<file path="config.mk">
export PLATFORM = sky130hd
export DESIGN_NAME = mem_req_bridge
export DESIGN_NICKNAME = d
export VERILOG_FILES = /design/src/rtl/mem_bridge_pkg.sv /design/src/rtl/mem_req_fifo.sv /design/src/rtl/mem_req_bridge.sv
export SDC_FILE = /design/constraint.sdc
export NUM_CORES = 1
export LEC_CHECK = 0
export CAP_MARGIN = 40
export CORE_ASPECT_RATIO = 1.75
export CORE_UTILIZATION = 40
export CTS_CLUSTER_DIAMETER = 50
export DETAILED_ROUTE_END_ITERATION = 10
export PLACE_DENSITY = 0.72
export SLEW_MARGIN = 20
export SYNTH_ARGS = -nofsm -noshare
export SYNTH_HDL_FRONTEND = slang
export SYNTH_HIERARCHICAL = 1
export SYNTH_SLANG_ARGS = --single-unit
</file>
<file path="constraint.sdc">
create_clock -name clk -period 2.8 [get_ports clk]
set_clock_uncertainty 0.1 [all_clocks]
set_input_delay 0.28 -clock clk [delete_from_list [all_inputs] [get_ports clk]]
set_output_delay 0.28 -clock clk [all_outputs]
set_load 0.1 [all_outputs]
</file>
<file path="src/rtl/mem_bridge_pkg.sv">
// Shared types and default geometry for the memory request bridge.
package mem_bridge_pkg;

  localparam int DEF_ADDR_WIDTH = 16;
  localparam int DEF_DATA_WIDTH = 32;
  localparam logic [DEF_ADDR_WIDTH-1:0] DEF_PARK_ADDR = 16'h00FF;

  typedef enum logic [2:0] {
    ST_IDLE,
    ST_WR,
    ST_WACK,
    ST_RD,
    ST_RCAP
  } state_t;

  // Request layout at the default widths; the bridge mirrors it at its own widths.
  typedef struct packed {
    logic                      wr;
    logic [DEF_ADDR_WIDTH-1:0] addr;
    logic [DEF_DATA_WIDTH-1:0] wdata;
  } req_t;

endpackage

</file>
<file path="src/rtl/mem_req_fifo.sv">
// Synchronous registered FIFO, head visible on pop_data; push ignored when full, pop when empty.
// Simultaneous push and pop keep level unchanged; reset empties it asynchronously.
module mem_req_fifo #(
  parameter int WIDTH = 49,
  parameter int DEPTH = 4,
  localparam int LW = $clog2(DEPTH) + 1,
  localparam int PW = (DEPTH > 1) ? $clog2(DEPTH) : 1
) (
  input  logic             clk,
  input  logic             reset,
  input  logic             push,
  input  logic [WIDTH-1:0] push_data,
  input  logic             pop,
  output logic [WIDTH-1:0] pop_data,
  output logic             full,
  output logic             empty,
  output logic [LW-1:0]    level
);

  logic [WIDTH-1:0] store [DEPTH];
  logic [PW-1:0]    wr_ptr;
  logic [PW-1:0]    rd_ptr;
  logic             do_push;
  logic             do_pop;

  function automatic logic [PW-1:0] ptr_inc(input logic [PW-1:0] p);
    return (p == PW'(DEPTH - 1)) ? '0 : p + PW'(1);
  endfunction

  assign full     = (level == LW'(DEPTH));
  assign empty    = (level == '0);
  assign do_push  = push && !full;
  assign do_pop   = pop && !empty;
  assign pop_data = store[rd_ptr];

  always_ff @(posedge clk or posedge reset) begin
    if (reset) begin
      wr_ptr <= '0;
      rd_ptr <= '0;
      level  <= '0;
    end else begin
      if (do_push) wr_ptr <= ptr_inc(wr_ptr);
      if (do_pop)  rd_ptr <= ptr_inc(rd_ptr);
      case ({do_push, do_pop})
        2'b10:   level <= level + LW'(1);
        2'b01:   level <= level - LW'(1);
        default: level <= level;
      endcase
    end
  end

  always_ff @(posedge clk) begin
    if (do_push) store[wr_ptr] <= push_data;
  end

endmodule

</file>
<file path="src/rtl/mem_req_bridge.sv">
// Queues requests and plays each to memory as one strobe/address cycle plus one capture cycle.
// Accept-to-rsp_valid is 3 cycles when idle; req_ready = FIFO not full, one completion held until rsp_ready.
module mem_req_bridge
  import mem_bridge_pkg::*;
#(
  parameter int ADDR_WIDTH = DEF_ADDR_WIDTH,
  parameter int DATA_WIDTH = DEF_DATA_WIDTH,
  parameter int FIFO_DEPTH = 4,
  parameter logic [ADDR_WIDTH-1:0] PARK_ADDR = DEF_PARK_ADDR
) (
  input  logic                        clk,
  input  logic                        reset,
  input  logic                        req_valid,
  output logic                        req_ready,
  input  logic                        req_wr,
  input  logic [ADDR_WIDTH-1:0]       req_addr,
  input  logic [DATA_WIDTH-1:0]       req_wdata,
  output logic                        rsp_valid,
  input  logic                        rsp_ready,
  output logic                        rsp_wr,
  output logic [DATA_WIDTH-1:0]       rsp_rdata,
  output logic                        rsp_ack,
  output logic                        mem_wr,
  output logic [ADDR_WIDTH-1:0]       mem_addr,
  output logic [DATA_WIDTH-1:0]       mem_wdata,
  input  logic [DATA_WIDTH-1:0]       mem_rdata,
  input  logic                        mem_response,
  output logic [$clog2(FIFO_DEPTH):0] fifo_level
);

  typedef struct packed {
    logic                  wr;
    logic [ADDR_WIDTH-1:0] addr;
    logic [DATA_WIDTH-1:0] wdata;
  } breq_t;

  breq_t                 push_req;
  breq_t                 head;
  logic                  fifo_full;
  logic                  fifo_empty;
  logic                  pop;
  state_t                state;
  state_t                state_nxt;
  logic                  mem_wr_nxt;
  logic [ADDR_WIDTH-1:0] mem_addr_nxt;
  logic [DATA_WIDTH-1:0] mem_wdata_nxt;

  assign push_req  = '{wr: req_wr, addr: req_addr, wdata: req_wdata};
  assign req_ready = !fifo_full;
  // Holding off while a completion is pending keeps at most one response outstanding.
  assign pop       = (state == ST_IDLE) && !fifo_empty && !rsp_valid;

  mem_req_fifo #(
    .WIDTH ($bits(breq_t)),
    .DEPTH (FIFO_DEPTH)
  ) u_fifo (
    .clk       (clk),
    .reset     (reset),
    .push      (req_valid),
    .push_data (push_req),
    .pop       (pop),
    .pop_data  (head),
    .full      (fifo_full),
    .empty     (fifo_empty),
    .level     (fifo_level)
  );

  always_ff @(posedge clk or posedge reset) begin
    if (reset) state <= ST_IDLE;
    else       state <= state_nxt;
  end

  always_comb begin
    state_nxt = state;
    case (state)
      ST_IDLE: if (pop) state_nxt = head.wr ? ST_WR : ST_RD;
      ST_WR:   state_nxt = ST_WACK;
      ST_WACK: state_nxt = ST_IDLE;
      ST_RD:   state_nxt = ST_RCAP;
      ST_RCAP: state_nxt = ST_IDLE;
      default: state_nxt = ST_IDLE;
    endcase
  end

  // Memory pins are registered from the upcoming state, so they line up with it.
  always_comb begin
    mem_wr_nxt    = 1'b0;
    mem_addr_nxt  = PARK_ADDR;
    mem_wdata_nxt = mem_wdata;
    case (state_nxt)
      ST_WR: begin
        mem_wr_nxt    = 1'b1;
        mem_addr_nxt  = head.addr;
        mem_wdata_nxt = head.wdata;
      end
      ST_RD:   mem_addr_nxt = head.addr;
      default: ;
    endcase
  end

  always_ff @(posedge clk or posedge reset) begin
    if (reset) begin
      mem_wr    <= 1'b0;
      mem_addr  <= PARK_ADDR;
      mem_wdata <= '0;
    end else begin
      mem_wr    <= mem_wr_nxt;
      mem_addr  <= mem_addr_nxt;
      mem_wdata <= mem_wdata_nxt;
    end
  end

  always_ff @(posedge clk or posedge reset) begin
    if (reset) begin
      rsp_valid <= 1'b0;
      rsp_wr    <= 1'b0;
      rsp_ack   <= 1'b0;
      rsp_rdata <= '0;
    end else begin
      case (state)
        ST_WACK: begin
          rsp_valid <= 1'b1;
          rsp_wr    <= 1'b1;
          rsp_ack   <= mem_response;
          rsp_rdata <= '0;
        end
        ST_RCAP: begin
          rsp_valid <= 1'b1;
          rsp_wr    <= 1'b0;
          rsp_ack   <= 1'b1;
          rsp_rdata <= mem_rdata;
        end
        default: if (rsp_valid && rsp_ready) rsp_valid <= 1'b0;
      endcase
    end
  end

endmodule
</file>
==> impl_metrics.ini <==
[run_status]
status = finished, final reports clean

[cts]
cts_tree = yes
clk_pin_slew_ns = 0.06
hold_buffers = 1
clock-sinks = 290
root_buffer = clkbuf_16
cts_resized = 0
h-tree-depth = 1
cts_max_path_buffers = 3
cts-buffers-inserted = 27
cts_setup_buffers = 0
clock_latency_ns = 0.53

[routing]
wl_per_cell_microns = 20.9
drc = 0
ant_nets = 0
post_drt_via_cell_ratio = 5.17
finalWirelength_microns = 21900
first_pass_iters = 4
first_iter_violations = 343
route.vias.total = 5427

[timing]
timing_worst_slew_pin_value_ns = 0.775
setup_tns_ns = 0
max_freq_ghz = 0.376
hold_slack_ns = 0.217
drv_slew = 0
finalSetupViolCount = 0
grt_setup_unrepaired = false
hold_violations = 0
fin_crit_sh_pct = 95.0
maxSlewHeadroom_pct = 48.3
period_needed_ns = 2.66

[run]
maxCapViolCount = 0

[yosys]
seq_area_frac_synth_pct = 76.6
ys_seq_elements = 290
netlist.area_leader.share_pct = 54.6
synth_cell_types = 35
syn_area_per_cell_sq_um = 21.2
synth_warnings = 6
synthCells = 507
yosys-top-cells-area = edfxtp_1 (55%), dfrtp_1 (20%), mux4_2 (10%)
synth_area_leader_cell = edfxtp_1
synth_area_sq_um = 10800
syn-num-nets = 600

[hold_path]
hp-class = input pin to flip-flop
hold_path_depth = 2

[layout]
fin_cells = 1049
synthToLayoutAreaGrowth_pct = 25.7
layout.nets = 796
num-fill-cells = 2114
layout-drive-gt1-share_pct = 34.8

[floorplan]
start_util_pct = 40.7
die-height_microns = 219
num_rows = 79
core_region_area_sq_um = 26500
fp.dieArea_sq_um = 27600
io_pins = 174
die_w_microns = 126

[worst_setup_path]
cp_data_arrival_time_ns = 3.01
cp-start-kind = flip-flop
path_class = flip-flop to flip-flop
crit_required_ns = 3.15
reg2reg_depth = 11
crit_path_end_kind = flip-flop
cp_max_fo = 10

[global_routing]
grtUsageTotal_pct = 16.1
grt_max_degree = 52
grt_pass1_wl_microns = 33500
grt_antenna_before_repair = 1
grt_pass1_vias = 5987
grt_overflow = 0

[place]
dp_hpwl_microns = 14100
gp_congestion = 0.730
dp_cells = 997
io_buffers = 173
-- Yosys cell counts --
| cell type | n |
|---|---|
| buf_4 | 1 |
| buf_12 | 5 |
| a21oi_1 | 3 |
| buf_2 | 8 |
| xnor2_1 | 1 |
| mux4_1 | 1 |
| nor2b_1 | 1 |
| clkbuf_1 | 7 |
| mux2i_1 | 1 |
| nand2b_1 | 1 |
| nor4_4 | 1 |
| inv_1 | 13 |
| a22o_1 | 32 |
| edfxtp_1 | 196 |
| fa_1 | 1 |
| nor3b_2 | 2 |
| buf_6 | 5 |
| mux4_2 | 48 |
| o22a_1 | 1 |
| mux2_1 | 7 |
| nor2_4 | 1 |
| dfstp_2 | 8 |
| ha_1 | 6 |
| dfrtp_1 | 86 |
| or4_4 | 1 |
| and2_1 | 12 |
| nand2_2 | 1 |
| nor2_1 | 8 |
| nand2_1 | 2 |
| nor3_1 | 3 |
| nor2b_2 | 1 |
| mux2_2 | 29 |
| or3_1 | 8 |
| o21ai_0 | 3 |
| xor2_1 | 3 |
-- per-layer routing --
metal | wire (microns) | track usage (%)
met5 | 0 | 0
met4 | 458 | 5.78
met3 | 1070 | 2.80
met2 | 12500 | 31.0
met1 | 7910 | 17.4
-- final cells by class --
cell class	count	area (sq um)	share of cell area [%]
clock buffer	36	729	5.39
multi-input combinational	178	2270	16.8
tap	324	405	2.99
inverter	13	51.3	0.379
antenna	1	2.50	0.0185
timing repair buffer	193	1700	12.6
clock inverter	14	110	0.813
sequential	290	8270	61.0
-- sequential cells by signal, indices dropped and copies added (netlist names) --
register,count
u_fifo/store,196
mem_wdata,32
rsp_rdata,32
mem_addr,16
state,3
u_fifo/level,3
u_fifo/rd_ptr,2
u_fifo/wr_ptr,2
mem_wr,1
rsp_ack,1
rsp_valid,1
rsp_wr,1
-- cells by family (layout without fill, tap and decap cells) --
family,count (synthesis),in the layout,share of synthesized area [%]
AO/OA/AOI/OAI,39,39,2.96
XOR/XNOR,4,4,0.325
adder cells (fa/ha/maj),7,7,0.883
buffers and inverters,39,256,2.59
flip-flops,290,290,76.6
multiplexers,86,86,14.1
other,0,1,0
AND/OR/NAND/NOR,42,42,2.54
-- final timing paths --
path                       slack [ns]             from          endpoint
min reg2reg                      0.39     mem_wdata[1]      mem_wdata[1]
max                              0.14  u_fifo/level[1]   u_fifo/level[2]
max in group asynchronous        1.26            reset     mem_wdata[19]
max reg2reg                      0.14  u_fifo/level[1]   u_fifo/level[2]
min in group asynchronous        0.58            reset  u_fifo/wr_ptr[1]
min                              0.22        rsp_ready         rsp_valid
-- critical path, cell delays in order (launching register included) --
cell and delay, ns:
dfrtp_4 0.46, nor3_4 0.07, or4_4 0.57, nor2_4 0.14, nand2b_1 0.10, inv_1 0.09, ha_2 0.18, inv_1 0.06
fa_2 0.33, xor2_1 0.15, nor2_1 0.14, xor2_1 0.18
-- cells in the final DEF, fill, tap and decap left out, drive strengths merged, types with 3 or more instances in the layout --
master | Yosys | layout
edfxtp | 196 | 196
dfstp | 8 | 8
buf | 19 | 107
xor2 | 3 | 3
o21ai | 3 | 3
dfrtp | 86 | 86
nor2 | 9 | 9
ha | 6 | 6
clkbuf | 7 | 36
or3 | 8 | 8
inv | 13 | 15
clkinv | 0 | 7
a22o | 32 | 32
mux4 | 49 | 49
clkdlybuf4s50 | 0 | 85
nand2 | 3 | 3
and2 | 12 | 12
a21oi | 3 | 3
clkinvlp | 0 | 4
mux2 | 36 | 36
nor3 | 3 | 3
-- metrics by stage --
stage | setup WS (ns) | instance area, sq um | util (%)
after floorplan | -0.0125 | 10800 | -
after global placement | 0.235 | 12700 | 47.9
after detailed placement | 0.157 | 12700 | 47.9
after CTS | 0.133 | 13500 | 51.1
after global routing | 0.0430 | 13500 | 51.1
final | 0.141 | 13500 | 51.1
Power is not shown: default switching activity piles up to over one toggle a cycle in this logic, so the estimate is an artifact.
